<file path="src/rtl/fetch_unit_pkg.sv">
// Shared definitions for the instruction-fetch stage: PC source encoding,
// the canonical NOP and the entry format handed to decode.
package fetch_unit_pkg;

  typedef enum logic [1:0] {
    PC_INC = 2'b00,
    PC_BR  = 2'b01,
    PC_JAL = 2'b10
  } pc_source_t;

  localparam logic [31:0] NOP_INSTR = 32'h0000_0013;

  typedef struct packed {
    logic [31:0] pc;
    logic [31:0] instr;
    logic        fault;
  } fetch_entry_t;

  // Only the two named redirect encodings redirect; 2'b11 behaves like PC_INC.
  function automatic logic is_redirect(input logic [1:0] src);
    return (src == PC_BR) || (src == PC_JAL);
  endfunction

endpackage

</file>
<file path="src/rtl/fetch_fifo.sv">
// Small synchronous FIFO with a single-cycle flush. Push and pop in the same
// cycle are both honoured, including when the FIFO is full.
module fetch_fifo #(
  parameter int WIDTH = 32,
  parameter int DEPTH = 2
) (
  input  logic                     clk,
  input  logic                     rst,
  input  logic                     flush,
  input  logic                     push,
  input  logic [WIDTH-1:0]         push_data,
  input  logic                     pop,
  output logic [WIDTH-1:0]         head_data,
  output logic                     empty,
  output logic                     full,
  output logic [$clog2(DEPTH):0]   count
);

  localparam int AW = $clog2(DEPTH);
  localparam logic [AW:0]   CNT_ONE = (AW+1)'(1);
  localparam logic [AW:0]   CNT_MAX = (AW+1)'(DEPTH);
  localparam logic [AW-1:0] PTR_ONE = AW'(1);

  logic [WIDTH-1:0] mem [DEPTH];
  logic [AW-1:0]    wr_ptr;
  logic [AW-1:0]    rd_ptr;
  logic             do_push;
  logic             do_pop;

  assign empty     = (count == '0);
  assign full      = (count == CNT_MAX);
  assign do_pop    = pop && !empty;
  assign do_push   = push && (!full || do_pop);
  assign head_data = mem[rd_ptr];

  // Storage needs no reset; only entries covered by count are ever read.
  always_ff @(posedge clk) begin
    if (do_push) mem[wr_ptr] <= push_data;
  end

  // Pointer and occupancy bookkeeping; flush discards everything at once.
  always_ff @(posedge clk or posedge rst) begin
    if (rst) begin
      wr_ptr <= '0;
      rd_ptr <= '0;
      count  <= '0;
    end else if (flush) begin
      wr_ptr <= '0;
      rd_ptr <= '0;
      count  <= '0;
    end else begin
      if (do_push) wr_ptr <= wr_ptr + PTR_ONE;
      if (do_pop)  rd_ptr <= rd_ptr + PTR_ONE;
      case ({do_push, do_pop})
        2'b10:   count <= count + CNT_ONE;
        2'b01:   count <= count - CNT_ONE;
        default: count <= count;
      endcase
    end
  end

endmodule

</file>
<file path="src/rtl/fetch_unit.sv">
// RV32I instruction-fetch stage: owns the fetch PC, issues in-order requests
// to instruction memory under a credit limit, pairs responses with their PCs
// and buffers them for decode. Redirects flush buffered work and drop any
// responses still in flight for the old path.
module fetch_unit
  import fetch_unit_pkg::*;
#(
  parameter logic [31:0] RESET_PC = 32'h0000_0000,
  parameter int          DEPTH    = 2
) (
  input  logic        clk,
  input  logic        rst,
  input  logic [1:0]  pc_source,
  input  logic [31:0] br_target,
  input  logic [31:0] jal_target,
  output logic        imem_req_valid,
  input  logic        imem_req_ready,
  output logic [31:0] imem_req_addr,
  input  logic        imem_rsp_valid,
  input  logic [31:0] imem_rsp_data,
  output logic        if_valid,
  input  logic        if_ready,
  output logic [31:0] if_instr,
  output logic [31:0] if_pc,
  output logic        if_fault
);

  localparam int CW = $clog2(DEPTH) + 1;
  localparam logic [CW-1:0] ONE     = CW'(1);
  localparam logic [CW:0]   DEPTH_L = (CW+1)'(DEPTH);

  logic [31:0]   fetch_pc;
  logic          halted;
  logic [CW-1:0] outstanding;
  logic [CW-1:0] drop_cnt;
  logic          fault_pending;
  logic [31:0]   fault_pc;

  logic          redirect;
  logic [31:0]   target;
  logic          req_fire;
  logic          pop_fire;
  logic [CW:0]   in_use;
  logic [CW-1:0] req_inc;
  logic [CW-1:0] rsp_dec;

  logic [31:0]   pcq_head;
  logic          pcq_empty;
  logic          pcq_full;
  logic [CW-1:0] pcq_count;

  logic          out_push;
  fetch_entry_t  out_data;
  fetch_entry_t  out_head;
  logic          out_empty;
  logic          out_full;
  logic [CW-1:0] out_count;

  assign redirect = is_redirect(pc_source);
  assign target   = (pc_source == PC_JAL) ? jal_target : br_target;

  assign if_valid = !out_empty;
  assign if_instr = out_head.instr;
  assign if_pc    = out_head.pc;
  assign if_fault = out_head.fault;
  assign pop_fire = if_valid && if_ready && !redirect;

  // An entry leaving this cycle frees its credit immediately, which is what
  // lets a short-latency memory sustain one instruction per cycle.
  assign in_use = {1'b0, outstanding} + {1'b0, out_count} - {{CW{1'b0}}, pop_fire};

  assign imem_req_valid = !rst && !halted && !redirect && (in_use < DEPTH_L);
  assign imem_req_addr  = fetch_pc;
  assign req_fire       = imem_req_valid && imem_req_ready;
  assign req_inc        = {{(CW-1){1'b0}}, req_fire};
  assign rsp_dec        = {{(CW-1){1'b0}}, imem_rsp_valid};

  // PCs of accepted requests, popped in order as responses come back
  // (including responses that are being dropped).
  fetch_fifo #(.WIDTH(32), .DEPTH(DEPTH)) u_pc_queue (
    .clk       (clk),
    .rst       (rst),
    .flush     (1'b0),
    .push      (req_fire),
    .push_data (fetch_pc),
    .pop       (imem_rsp_valid),
    .head_data (pcq_head),
    .empty     (pcq_empty),
    .full      (pcq_full),
    .count     (pcq_count)
  );

  // Instructions waiting for decode; cleared wholesale on a redirect.
  fetch_fifo #(.WIDTH($bits(fetch_entry_t)), .DEPTH(DEPTH)) u_out_fifo (
    .clk       (clk),
    .rst       (rst),
    .flush     (redirect),
    .push      (out_push),
    .push_data (out_data),
    .pop       (pop_fire),
    .head_data (out_head),
    .empty     (out_empty),
    .full      (out_full),
    .count     (out_count)
  );

  // Choose what enters the output FIFO: a pending misalignment marker wins,
  // otherwise a response that is not being dropped.
  always_comb begin
    out_push = 1'b0;
    out_data = '0;
    if (!redirect) begin
      if (fault_pending) begin
        out_push = 1'b1;
        out_data = '{pc: fault_pc, instr: NOP_INSTR, fault: 1'b1};
      end else if (imem_rsp_valid && (drop_cnt == '0)) begin
        out_push = 1'b1;
        out_data = '{pc: pcq_head, instr: imem_rsp_data, fault: 1'b0};
      end
    end
  end

  // Fetch PC, credit counters and redirect handling.
  always_ff @(posedge clk or posedge rst) begin
    if (rst) begin
      fetch_pc      <= RESET_PC;
      halted        <= 1'b0;
      outstanding   <= '0;
      drop_cnt      <= '0;
      fault_pending <= 1'b0;
      fault_pc      <= '0;
    end else begin
      fault_pending <= 1'b0;
      if (redirect) begin
        outstanding <= outstanding - rsp_dec;
        drop_cnt    <= outstanding - rsp_dec;
        if (target[1:0] == 2'b00) begin
          fetch_pc <= target;
          halted   <= 1'b0;
        end else begin
          halted        <= 1'b1;
          fault_pending <= 1'b1;
          fault_pc      <= target;
        end
      end else begin
        if (req_fire) fetch_pc <= fetch_pc + 32'd4;
        outstanding <= outstanding + req_inc - rsp_dec;
        if (imem_rsp_valid && (drop_cnt != '0)) drop_cnt <= drop_cnt - ONE;
      end
    end
  end

  a_no_reserved_src: assert property (@(posedge clk) disable iff (rst)
    pc_source != 2'b11);
  a_rsp_has_request: assert property (@(posedge clk) disable iff (rst)
    !(imem_rsp_valid && (outstanding == '0)));
  a_rsp_has_pc: assert property (@(posedge clk) disable iff (rst)
    !(imem_rsp_valid && pcq_empty));
  a_credit_limit: assert property (@(posedge clk) disable iff (rst)
    ({1'b0, outstanding} + {1'b0, out_count}) <= DEPTH_L);
  a_pcq_tracks: assert property (@(posedge clk) disable iff (rst)
    pcq_count == outstanding);
  a_pcq_room: assert property (@(posedge clk) disable iff (rst)
    !(req_fire && pcq_full));
  a_out_room: assert property (@(posedge clk) disable iff (rst)
    !(out_push && out_full && !pop_fire));

endmodule

</file>
<file path="config.mk">
export PLATFORM = sky130hd
export DESIGN_NAME = fetch_unit
export DESIGN_NICKNAME = d
export VERILOG_FILES = /design/src/rtl/fetch_unit_pkg.sv /design/src/rtl/fetch_fifo.sv /design/src/rtl/fetch_unit.sv
export SDC_FILE = /design/constraint.sdc
export NUM_CORES = 1
export LEC_CHECK = 0
export BUFFER_PORTS_ARGS = -buffer_cell sky130_fd_sc_hd__buf_4
export CORE_ASPECT_RATIO = 1.4
export CORE_MARGIN = 5
export CORE_UTILIZATION = 50
export CTS_BUF_LIST = sky130_fd_sc_hd__clkbuf_4 sky130_fd_sc_hd__clkbuf_8
export DETAILED_ROUTE_END_ITERATION = 10
export PLACE_DENSITY = 0.75
export SYNTH_ARGS = -nofsm -noshare
export SYNTH_HDL_FRONTEND = slang
export SYNTH_SLANG_ARGS = --single-unit
</file>
<file path="constraint.sdc">
create_clock -name clk -period 6.24 [get_ports clk]
set_clock_uncertainty 0.15 [all_clocks]
set_input_delay 0.624 -clock clk [delete_from_list [all_inputs] [get_ports clk]]
set_output_delay 0.624 -clock clk [all_outputs]
set_load 0.05 [all_outputs]
</file>
After elaboration in Yosys (flattened, before gate mapping)
Memories as Yosys holds them, arrays and structs flattened.
Cells that the tools add are included.
{"block": "word_totals", "ramBits": 194, "n_memories": 2, "ff_bits": 78, "output_inout_bits": 99}
{"memory": "u_out_fifo.mem", "words": 2, "width": 65, "rd": 1, "rd_ports_with_merged_regs": 0, "wr": 1, "line_no": "fetch_fifo.sv:24", "rtl": "logic [WIDTH-1:0] mem [DEPTH];"}
{"memory": "u_pc_queue.mem", "words": 2, "width": 32, "rd": 1, "rd_ports_with_merged_regs": 0, "wr": 1, "line_no": "fetch_fifo.sv:24"}
{"block": "classes", "n_addsub": 15, "mux": 26, "n_reduce_logical": 35, "bitwise_logic": 1, "magnitude_cmp": 1, "eq_ne": 9}
{"operator": "two-way mux 65 bit", "count": 3}
{"operator": "two-way mux 32 bit", "count": 4}
{"operator": "adder 32 x 3 -> 32 bit, second input constant", "count": 1}
{"operator": "two-way mux 1 bit", "count": 13}
{"operator": "logical AND 1 bit", "count": 12}
{"operator": "nonzero test 2 bit", "count": 6}
{"operator": "== test 2 bit, second input constant", "count": 5}
{"operator": "zero test 2 bit", "count": 4}
{"operator": "two-way mux 2 bit", "count": 4}
{"operator": "case mux 2 bit (2 select lines)", "count": 2}
{"operator": "zero test 1 bit", "count": 7}
{"operator": "== test 2 x 1 -> 1 bit, second input constant", "count": 3}
{"operator": "subtractor 2 x 1 -> 2 bit, second input constant", "count": 3}
{"operator": "adder 1 bit, second input constant", "count": 4}
{"operator": "adder 2 x 1 -> 2 bit, second input constant", "count": 2}
{"operator": "AND reduction 2 bit", "count": 2}
{"operator": "subtractor 2 x 1 -> 2 bit", "count": 2}
{"operator": "adder 2 x 2 -> 3 bit", "count": 1}
{"operator": "logical OR 1 bit", "count": 3}
{"operator": "less-than comparator 3 x 2 -> 1 bit, second input constant", "count": 1}
{"operator": "nonzero test 3 bit", "count": 1}
{"operator": "subtractor 3 x 1 -> 3 bit", "count": 1}
{"operator": "adder 2 x 1 -> 2 bit", "count": 1}
{"operator": "!= test 2 x 1 -> 1 bit, second input constant", "count": 1}
{"operator": "NOT 1 bit", "count": 1}

Depth between registers and ports, before layout
Gate-level depths: netlist (run 1).
{"block": "logic_depth", "word_depth": 11, "mapped_depth": 20}

Modules after synthesis
From an unflattened synthesis (run 1), not the netlist that was laid out.
{"block": "hier_totals", "hier_cells": 859, "area_unflattened_um2": 12165.4}
{"module": "fetch_fifo at u_out_fifo", "area_each_um2": 5094.9, "seq_area_each_um2": 4003.8, "instances": 1, "cells_per_inst": 231}
{"module": "fetch_unit", "area_each_um2": 4503.1, "seq_area_each_um2": 1751.7, "instances": 1, "cells_per_inst": 499}
{"module": "fetch_fifo at u_pc_queue", "area_each_um2": 2567.5, "seq_area_each_um2": 2021.9, "instances": 1, "cells_per_inst": 129}

Worst setup path before layout (run 1)
No wires, ideal clock.
{"block": "synth_timing", "kind": "input -> register", "from": "input port pc_source[0]", "to": "memory u_out_fifo.mem[1][0] in the netlist's numbering (enable)", "arrival_ns": 6.035, "setup_time_ns": 0.581, "path_buffers": 1, "slack_ns": -0.526, "cell_stages": 5, "path_cell_list": "inv_1 ha_1 clkbuf_1 nand2b_1 nor3b_1"}
{"block": "synth_between", "elab_chain_len": 9, "elab_cells_between_ends": 11, "classes_between": "eq/ne: 2; mux: 3; reduce/logical: 6"}
{"element": "start: declaration", "line_no": "fetch_unit.sv:13", "rtl": "input logic [1:0] pc_source,"}
{"element": "== test 2 x 1 -> 1 bit / == test 2 bit (equally long branches)", "line_no": "fetch_unit_pkg.sv:21", "rtl": "return (src == PC_BR) || (src == PC_JAL);"}
{"element": "logical OR 1 bit (*)", "line_no": "fetch_unit_pkg.sv:21"}
{"element": "zero test 1 bit"}
{"element": "logical AND 1 bit", "line_no": "fetch_unit.sv:66", "rtl": "assign pop_fire = if_valid && if_ready && !redirect;"}
{"element": "logical AND 1 bit", "line_no": "fetch_fifo.sv:32", "rtl": "assign do_pop = pop && !empty;"}
{"element": "logical OR 1 bit", "line_no": "fetch_fifo.sv:33", "rtl": "assign do_push = push && (!full || do_pop);"}
{"element": "logical AND 1 bit (*)", "line_no": "fetch_fifo.sv:33"}
{"element": "two-way mux 1 bit (*)", "line_no": "fetch_fifo.sv:38", "rtl": "if (do_push) mem[wr_ptr] <= push_data;"}
{"element": "two-way mux 1 bit (not written as such) (*)", "line_no": "fetch_fifo.sv:38"}
{"element": "end: declaration", "line_no": "fetch_fifo.sv:24"}
Every way passes the cells marked *; elsewhere a longest branch is shown, timed or not.

Final worst setup path (run 1)
{"block": "layout_timing", "from": "input port pc_source[0]", "to": "register fetch_pc[29], in the netlist imem_req_addr[29]"}
{"block": "layout_between", "elab_chain_len": 10, "elab_cells_between_ends": 17, "classes_between": "add/sub: 1; order compare: 1; eq/ne: 3; mux: 3; reduce/logical: 9"}
{"element": "== test 2 x 1 -> 1 bit / == test 2 bit (equally long branches)", "line_no": "fetch_unit_pkg.sv:21, fetch_unit.sv:60"}
{"element": "logical OR 1 bit", "line_no": "fetch_unit_pkg.sv:21"}
{"element": "zero test 1 bit"}
{"element": "logical AND 1 bit", "line_no": "fetch_unit.sv:66"}
{"element": "subtractor 3 x 1 -> 3 bit", "line_no": "fetch_unit.sv:70", "rtl": "assign in_use = {1'b0, outstanding} + {1'b0, out_count} - {{CW{1'b0}}, pop_fire};"}
{"element": "less-than comparator 3 x 2 -> 1 bit", "line_no": "fetch_unit.sv:72", "rtl": "assign imem_req_valid = !rst && !halted && !redirect && (in_use < DEPTH_L);"}
{"element": "logical AND 1 bit", "line_no": "fetch_unit.sv:72"}
{"element": "logical AND 1 bit", "line_no": "fetch_unit.sv:74", "rtl": "assign req_fire = imem_req_valid && imem_req_ready;"}
{"element": "nonzero test 2 bit (no line)"}
{"element": "AND reduction 2 bit (no line)"}
{"element": "end signal: assignment", "line_no": "fetch_unit.sv:138", "rtl": "fetch_pc <= target;"}
{"element": "end signal: assignment", "line_no": "fetch_unit.sv:146", "rtl": "if (req_fire) fetch_pc <= fetch_pc + 32'd4;"}
{"element": "end: declaration", "line_no": "fetch_unit.sv:32", "rtl": "logic [31:0] fetch_pc;"}
Several ways; a longest one is shown, not always the timed one. The select of a mux whose other input is x is not followed.
A chain may end at the register's enable or synchronous reset.

==> results of run 1 <==
[path summary, 6_finish.rpt]
check | from | endpoint | slack, ns | cells past startpoint
max in group asynchronous | rst | u_out_fifo.rd_ptr | 4.88 | 3
worst min-delay path | imem_rsp_data[25] | u_out_fifo.mem[0][26] | 0.26 | 2
worst min register to register | fault_pc[18] | fault_pc[18] | 0.33 | 2
worst max register to register | u_out_fifo.count[0] | imem_req_addr[29] | 2.01 | 14
min in group asynchronous | rst | u_out_fifo.count[0] | 0.29 | 3
worst max-delay path | pc_source[0] | imem_req_addr[29] | 1.90 | 16
[logic make-up (layout without fill, tap and decap cells)]
| logic type | count (synthesis) | after routing |
|---|---|---|
| AOI/OAI and AO/OA | 151 | 151 |
| DFF | 272 | 272 |
| and+or+nand+nor | 214 | 214 |
| muxes | 142 | 142 |
| adders and majority gates | 10 | 10 |
| xor gates and xnor gates | 11 | 11 |
| buffers and inverters | 76 | 308 |
[per-layer routing]
metal  global-route usage [%]  routed length, um  part of all wire [%]
met1                     24.2              10700                    39
met2                     37.0              14700                    53
met3                     3.69               1560                   5.7
met4                     6.94                720                   2.6
met5                        0                  0                     0
[power breakdown]
part | internal [mW] | total, mW | switching (mW)
clock | 0.848 | 1.50 | 0.648
combinational | 0.560 | 1.52 | 0.957
sequential | 2.21 | 2.46 | 0.257
total | 3.62 | 5.48 | 1.86
[layout by cell type (no fill, tap or decap), types with 8 or more instances in the layout]
cell | netlist | routed
buf_4 | 0 | 212
edfxtp_1 | 194 | 194
nand2_1 | 86 | 86
o21ai_0 | 80 | 80
dfrtp_1 | 78 | 76
mux2_2 | 75 | 75
mux2i_1 | 67 | 67
clkbuf_8 | 0 | 46
and2_1 | 36 | 36
nor2_1 | 33 | 31
inv_1 | 23 | 22
a21oi_1 | 19 | 19
clkbuf_4 | 0 | 15
nor4_1 | 14 | 14
nand4_1 | 10 | 10
a221oi_1 | 10 | 10
ha_1 | 9 | 8
[critical path, cell delays in order]
cell and delay, ns:
buf_4 0.10, inv_1 0.05, ha_2 0.27, clkinv_1 0.04, buf_4 0.25, nor2_1 0.09
ha_1 0.27, nand2b_1 0.15, fa_1 0.47, nor4bb_1 0.31, and3_1 0.20, buf_4 0.22
inv_1 0.27, nand2_1 0.77, nand4_1 0.20, a211oi_1 0.30
[sequential cells by signal, indices dropped and copies added, names as in the netlist]
| name | cells |
|---|---|
| u_pc_queue.mem | 64 |
| drop_cnt | 2 |
| u_pc_queue.wr_ptr | 1 |
| outstanding | 2 |
| fault_pc | 32 |
| u_out_fifo.wr_ptr | 1 |
| u_out_fifo.count | 2 |
| u_out_fifo.rd_ptr | 1 |
| fault_pending | 1 |
| imem_req_addr | 32 |
| u_pc_queue.rd_ptr | 1 |
| u_out_fifo.mem | 130 |
| halted | 1 |
| u_pc_queue.count | 2 |
[final cells by class]
type | count | share of cell area [%]
flip-flops and latches | 272 | 53.7
clock inverters | 11 | 0.726
well taps | 306 | 2.64
inverters | 24 | 0.631
clock buffers | 61 | 5.15
multi-input cells | 528 | 26.1
repair buffers | 212 | 11.0
[metrics by stage]
step	std cells	setup slack [ns]	hold slack (ns)
after global routing	1414	1.61	0.228
after global placement	1342	1.52	0.310
after floorplan	876	0.938	0.300
final	1414	1.90	0.258
after detailed placement	1342	1.33	0.320
after CTS	1414	1.90	0.223
==> run summary, run 1 <==
Run status: finished, final reports clean
CTS tree: yes
Nets: 1,192
Syn Nets: 989
Max clock buf depth: 3
# clock sinks: 272
GPL Wtd Cong: 0.799
Count leader, synth: edfxtp_1
Synth Instances: 876
First-pass GRT wire length: 43,000 um
N_diodes: 0
Worst path required time: 6.51 ns
Final Max Slew Viols: 0
Post-CTS Hold Buffers: 0
Post-synthesis sequential area ratio: 65.9%
Fraction of registers with async set/reset: 28.7%
Crit path max fanout: 22
Pleak: 5.67 nW
Unrepaired setup endpoints after global routing: false
Storage element area: 7780 um^2
Cell area after synthesis: 11,800 um^2
Pre-antenna DRT Iters: 5
Least-Margin Pin Slew: 1.20 ns
Crit Path Class: primary input to flip-flop
Count of filler cells inserted in the layout: 1,838
Synth Area in Compound Gates: 7.86%
Post-Synth Adder-Cell Area: 1.12%
Fin util: 62.2%
Vias in the first global route: 8,000
Mux cell area share after synthesis: 12.8%
Core area: 23,300 um^2
Hpwl dp: 18,100 um
Setup TNS: 0 ns
Multi-input gate area: 3780 um^2
Crit path DAT: 4.61 ns
PD cells: 378 nW/um^2
Relative slew margins: 19.7%
CP endpoint kind: flip-flop
Post-synth EDFFs: 194
Largest family of logic cells by synthesized area: multiplexers
Setup violators final: 0
Synthesis-to-finish area growth: 22.8%
Startpoint Class: primary input
Share of the synthesized area in the top cell type: 49.4%
Total die area: 26,800 um^2
Fin area: 14,500 um^2
Vias per cell: 5.51
Placement Cell Area: 13,600 um^2
FP Rows: 66
Global Route Usage Sum: 20.3%
Clock Tree Root: clkbuf_8
CTS Buf Count: 41
Starting Density: 50.7%
Initial antenna violation count: 0
Grt total ovfl: 0
Flops & latches, synth: 272
Cts repair resizes: 0
Final Hold Viols: 0
Fin crit period: 4.34 ns
Chip width: 140 um
Worst IR Drop VDD: 0.000223 V
Avg Cell Area, Syn: 13.5 um^2
Number of H-tree levels: 2
Worst-path clk slew: 0.06 ns
Drt wl/cell: 19.5 um
Clk_lat worst skew: 0.52 ns
Max Freq: 0.230 GHz
Post-CTS Setup Bufs: 0
Part of the cycle the worst path needs: 69.6%
Cell variety after synth: 52
Final wirelength: 27,600 um
Post-DRT Antenna Nets: 0
Synth Area in Simple Gates: 8.94%
Die height: 192 um
Ys flop type: edfxtp_1
Buffers on Ports: 201
Synth area leader: edfxtp_1
Pwr Total: 5.48 mW
Ports: 202
XOR/XNOR share of the synthesized area: 0.817%
Pin count of the biggest net entering global routing: 79
Layout cell share with drive strength beyond 1: 33.6%
Vias: 7,788
DRT iter0 DRCs: 518
Total number of yosys warnings: 0
MaxCap Viol Count: 0
Commonest cells in the netlist: edfxtp_1 (194), nand2_1 (86), o21ai_0 (80), dfrtp_1 (78), mux2_2 (75)
Hold Path Class: primary input to flip-flop
Synth area leaders: edfxtp_1 (49%), dfrtp_1 (17%), mux2_2 (7.2%)
DRC: 0
No activity file was read; power rests on OpenSTA's default activity.
==> inputs of run 2 (changes only) <==
--- a/config.mk
+++ b/config.mk
@@ -5,6 +5,7 @@
 export SDC_FILE = /design/constraint.sdc
 export NUM_CORES = 1
 export LEC_CHECK = 0
+export ABC_AREA = 1
 export BUFFER_PORTS_ARGS = -buffer_cell sky130_fd_sc_hd__buf_4
 export CORE_ASPECT_RATIO = 1.4
 export CORE_MARGIN = 5
==> constraint.sdc (replaced) <==
create_clock -name clk -period 3.84 [get_ports clk]
set_clock_uncertainty 0.15 [all_clocks]
set_input_delay 0.384 -clock clk [delete_from_list [all_inputs] [get_ports clk]]
set_output_delay 0.384 -clock clk [all_outputs]
set_load 0.05 [all_outputs]
==> run 2 against run 1 <==
  * Sequential share of layout area is 2.7 points lower
  * Sequential cell count did not move
  * Count of clock-buffer cells in the layout decreased by 10
  * Global-route usage is 1.1 points higher
  * First-iteration DRC count rose by 16%
  * Setup slack worse by 1.6 ns
  * Routed wire length increased by 8.7%
  * Power increased by 100%
  * Critical path depth fell by 6
  * Highest routed layer unchanged
==> run summary, run 2 <==
Post-CTS Setup Bufs: 0
Pin count of the biggest net entering global routing: 79
Relative slew margins: 33.1%
Vias per cell: 5.23
Worst path required time: 3.31 ns
Ports: 202
Crit path DAT: 3.01 ns
Fin crit period: 3.55 ns
Global Route Usage Sum: 21.4%
MaxCap Viol Count: 0
Drt wl/cell: 17.1 um
Max reg flops: 130
Crit Path Class: flip-flop to output pin
Part of the cycle the worst path needs: 92.4%
Final Max Slew Viols: 0
Synth area leaders: edfxtp_1 (47%), dfrtp_1 (16%), nand2_1 (8.9%)
Flops & latches, synth: 272
Fin util: 62.0%
Cell area after synthesis: 12,400 um^2
Synth area leader: edfxtp_1
Storage element area: 7780 um^2
Commonest non-fill, non-tap cell in the layout: nand2_1
Vias: 9,169
Hpwl dp: 20,800 um
First-pass GRT wire length: 47,600 um
CTS Buf Count: 40
Pwr Total: 11.0 mW
Multi-input gate area: 4020 um^2
Commonest cells in the netlist: nand2_1 (296), edfxtp_1 (194), nor2_1 (176), inv_1 (117), dfrtp_1 (78)
Reg with most FFs: u_out_fifo.mem
Crit path max fanout: 5
Buffers on Ports: 201
Max clock buf depth: 3
DRT iter0 DRCs: 603
Clk_lat worst skew: 0.55 ns
Syn Nets: 1,304
Hold Path Class: primary input to flip-flop
Post-DRT Antenna Nets: 0
Post-Place Cells: 1,674
Count of filler cells inserted in the layout: 1,980
DRC: 0
Starting Density: 50.6%
Run status: finished, final reports clean
Startpoint Class: flip-flop
Grt total ovfl: 0
Least-Margin Pin Slew: 1.00 ns
PD cells: 722 nW/um^2
CTS tree: yes
Die height: 197 um
Avg Cell Area, Syn: 10.4 um^2
GPL Wtd Cong: 0.862
DP Worst Slack: 0.409 ns
Synth Instances: 1,191
Pre-antenna DRT Iters: 5
Final wirelength: 30,000 um
Final Hold Viols: 0
Final cell count without fillers: 1,753
Clock Tree Root: clkbuf_8
Post-CTS Hold Buffers: 6
Cell variety after synth: 41
Post-synth EDFFs: 194
Post-synthesis sequential area ratio: 62.6%
Initial antenna violation count: 0
Total die area: 28,200 um^2
Count leader, synth: nand2_1
Setup violators final: 0
# clock sinks: 272
Most frequent cells in the layout: nand2_1 (295), buf_4 (211), edfxtp_1 (194), nor2_1 (173), inv_1 (113)
Number of H-tree levels: 2
Core area: 24,600 um^2
Layout cell share with drive strength beyond 1: 26.8%
Worst IR Drop VDD: 0.000518 V
Cts repair resizes: 0
Setup TNS: 0 ns
Pleak: 6.53 nW
Unrepaired setup endpoints after global routing: false
CP endpoint kind: output pin
Vias in the first global route: 9,350
Synthesis-to-finish area growth: 22.6%
Chip width: 143 um
Worst-path clk slew: 0.07 ns
Share of the synthesized area in the top cell type: 46.9%
Total number of yosys warnings: 0
Ys flop type: edfxtp_1
Max Freq: 0.282 GHz
Fraction of registers with async set/reset: 28.7%
Final WS setup: 0.294 ns
Nets: 1,520
FP Rows: 68
Top Registers: u_out_fifo.mem: 130 flops, u_pc_queue.mem: 64 flops
-- run 2: changes by cell type in the layout (fill, tap and decap cells not counted), moves of 14 or more --
cell	change
and2_1	-36
mux2i_1	-56
nor2_1	+142
nor4_1	-14
nand2_1	+209
o32ai_1	+20
inv_1	+91
nand3_1	+45
o21ai_0	-28
-- run 2: final timing paths --
path                                      from                end  slack [ns]  depth (start not counted)
setup / recovery           u_out_fifo.count[0]     imem_req_valid        0.29                         10
hold / removal                    br_target[0]        fault_pc[0]        0.03                          3
setup reg to reg           u_out_fifo.count[0]  imem_req_addr[23]        0.46                         16
hold reg to reg              u_pc_queue.wr_ptr  u_pc_queue.wr_ptr        0.33                          2
max in group asynchronous                  rst       fault_pc[15]        2.81                          3
min in group asynchronous                  rst     outstanding[1]        0.06                          3
-- run 2: report_power, final --
group / internal [mW] / total (mW) / switching, mW / leakage, nW
Combinational: 1.36 / 4.21 / 2.86 / 3.32
Clock: 1.30 / 2.38 / 1.07 / 0.435
Sequential: 3.83 / 4.42 / 0.593 / 2.78
-- run 2: per-stage QoR --
stage | area [um^2] | hold slack [ns]
final | 15200 | 0.0298
after CTS | 15200 | 0.00380
after detailed placement | 14400 | 0.326
after global placement | 14400 | 0.311
after global routing | 15200 | 0.0152
after floorplan | 12500 | 0.292
-- run 2: final cells by class --
class	count	area share (%)
Sequential cell	272	51.0
Clock inverter	21	1.20
Clock buffer	51	4.20
Antenna cell	1	0.0164
Multi-Input combinational cell	749	26.4
Timing Repair Buffer	222	11.4
Tap cell	315	2.59
Inverter	122	3.12
-- run 2: worst max-delay path: stages (launching register included) --
cell and delay [ns]:
dfrtp_1 0.37, inv_1 0.17, nand2_2 0.11, nand3_4 0.09
inv_4 0.05, ha_4 0.22, or2_4 0.23, fa_1 0.57
nand2_4 0.07, nor4_4 0.30, buf_4 0.27
-- run 2: kinds of logic after synthesis --
group	after synthesis	synth area share, %
DFF	272	62.6
and+or+nand+nor	545	17.7
muxes	76	6.77
adders and majority gates	10	1.07
xor gates and xnor gates	7	0.493
AOI/OAI and AO/OA	111	5.64
buffers and inverters	170	5.74
-- run 2: layer usage --
layer / up-vias / part of all wire (%) / global-route usage, %
met1: 4333 / 39 / 26.6
met4: 0 / 4.9 / 10.9
li1: 4404 / - / -
met2: 339 / 50 / 36.0
met5: - / 0 / 0
met3: 93 / 6.4 / 3.59
==> inputs of run 3 (changes only) <==
--- a/config.mk
+++ b/config.mk
@@ -7,7 +7,7 @@
 export LEC_CHECK = 0
 export ABC_AREA = 1
 export BUFFER_PORTS_ARGS = -buffer_cell sky130_fd_sc_hd__buf_4
-export CORE_ASPECT_RATIO = 1.4
+export CORE_ASPECT_RATIO = 1.1
 export CORE_MARGIN = 5
 export CORE_UTILIZATION = 50
 export CTS_BUF_LIST = sky130_fd_sc_hd__clkbuf_4 sky130_fd_sc_hd__clkbuf_8
==> run 3 against run 2 <==
  * Sequential cell count is the same
  * Sequential share of layout area shrank 0.16 points
  * First-iteration DRC count grew 19%
  * Critical path depth is the same
  * Final area grew 0.32%
  * Non-clock buffer count grew 1
  * Maximum frequency grew 1.9%
  * Via count is essentially flat
  * Sequential power is essentially flat
  * Critical endpoint unchanged
  * Largest cell class unchanged
  * Largest power group unchanged
==> run summary, run 3 (synthesized netlist as in run 2, its figures left out) <==
DP Worst Slack: 0.423 ns
Final cell count without fillers: 1,754
Vias: 9,165
Buffers on Ports: 201
Number of H-tree levels: 2
Chip width: 160 um
Top Registers: u_out_fifo.mem: 130 flops, u_pc_queue.mem: 64 flops
Final WS setup: 0.360 ns
CTS tree: yes
Vias in the first global route: 8,809
Cts repair resizes: 0
DRC: 0
Final Max Slew Viols: 0
Global Route Usage Sum: 20.8%
Post-CTS Hold Buffers: 9
Worst-path clk slew: 0.06 ns
# clock sinks: 272
Total die area: 28,100 um^2
Vias per cell: 5.23
Setup TNS: 0 ns
Clock Tree Root: clkbuf_8
Clk_lat worst skew: 0.55 ns
Die height: 175 um
Max Freq: 0.287 GHz
Post-Place Cells: 1,667
Pleak: 6.55 nW
Fin crit period: 3.48 ns
CP endpoint kind: output pin
Ports: 202
Commonest non-fill, non-tap cell in the layout: nand2_1
MaxCap Viol Count: 0
Core area: 24,500 um^2
Run status: finished, final reports clean
Initial antenna violation count: 0
Setup violators final: 0
Most frequent cells in the layout: nand2_1 (295), buf_4 (209), edfxtp_1 (194), nor2_1 (173), inv_1 (113)
Startpoint Class: flip-flop
Reg with most FFs: u_out_fifo.mem
Pre-antenna DRT Iters: 6
Grt total ovfl: 0
Drt wl/cell: 16.9 um
Fin util: 62.5%
Max reg flops: 130
PD cells: 723 nW/um^2
Relative slew margins: 30.3%
Worst path required time: 3.31 ns
First-pass GRT wire length: 46,700 um
Worst IR Drop VDD: 0.000486 V
Crit path DAT: 2.95 ns
Final Hold Viols: 0
Nets: 1,523
CTS Buf Count: 42
Hold Path Class: primary input to flip-flop
Crit path max fanout: 5
Layout cell share with drive strength beyond 1: 26.7%
Least-Margin Pin Slew: 1.05 ns
Starting Density: 50.8%
Crit Path Class: flip-flop to output pin
Final wirelength: 29,700 um
Part of the cycle the worst path needs: 90.6%
Synthesis-to-finish area growth: 23.0%
DRT iter0 DRCs: 716
Post-DRT Antenna Nets: 0
Unrepaired setup endpoints after global routing: false
Hold Slack: 0.0350 ns
N_diodes: 0
FP Rows: 60
Hpwl dp: 20,200 um
Post-CTS Setup Bufs: 0
Max clock buf depth: 3
GPL Wtd Cong: 0.912
Pin count of the biggest net entering global routing: 79
[run 3: where the power goes]
group	internal (mW)	total (mW)	switching (mW)
clock	1.35	2.44	1.09
combinational	1.35	4.20	2.85
sequential	3.83	4.42	0.591
[run 3: critical path, cell delays in order, from the launching register on]
cell and delay [ns]:
dfrtp_1 0.37, inv_1 0.16, nand2_2 0.11, nand3_4 0.09, inv_4 0.05, ha_4 0.22
or2_4 0.22, fa_1 0.55, nand2_4 0.07, nor4_4 0.29, buf_4 0.26
[run 3: final cells by class]
| class | count | area (um^2) |
|---|---|---|
| Clock buffer | 58 | 717 |
| Sequential cell | 272 | 7780 |
| Fill cell | 1981 | 9190 |
| Clock inverter | 20 | 148 |
| Multi-Input combinational cell | 749 | 4020 |
| Tap cell | 310 | 388 |
| Timing Repair Buffer | 223 | 1760 |
| Inverter | 122 | 475 |
[run 3: worst paths after layout]
kind                                           to  cells past startpoint  slack (ns)                start
worst max-delay path               imem_req_valid                     10        0.36  u_out_fifo.count[0]
worst min-delay path                 fault_pc[30]                      5        0.03        br_target[30]
worst max register to register     outstanding[1]                     17        0.59  u_out_fifo.count[0]
worst min register to register        fault_pc[0]                      2        0.33          fault_pc[0]
max in group asynchronous       u_out_fifo.rd_ptr                      3        2.76                  rst
min in group asynchronous          outstanding[1]                      3        0.06                  rst
[run 3: through the flow]
stage | total power [mW] | area, um^2
floorplan | 7.32 | 12500
global placement | 8.59 | 14300
detailed placement | 8.67 | 14300
CTS | 11.1 | 15300
global route | 11.6 | 15300
finish | 11.1 | 15300
[run 3: layer usage]
| metal | up-vias | track usage [%] | routed length [um] |
|---|---|---|---|
| li1 | 4423 | - | - |
| met1 | 4279 | 28.7 | 12300 |
| met2 | 395 | 33.1 | 14000 |
| met3 | 68 | 4.34 | 2530 |
| met4 | 0 | 7.31 | 936 |
| met5 | - | 0 | 0 |
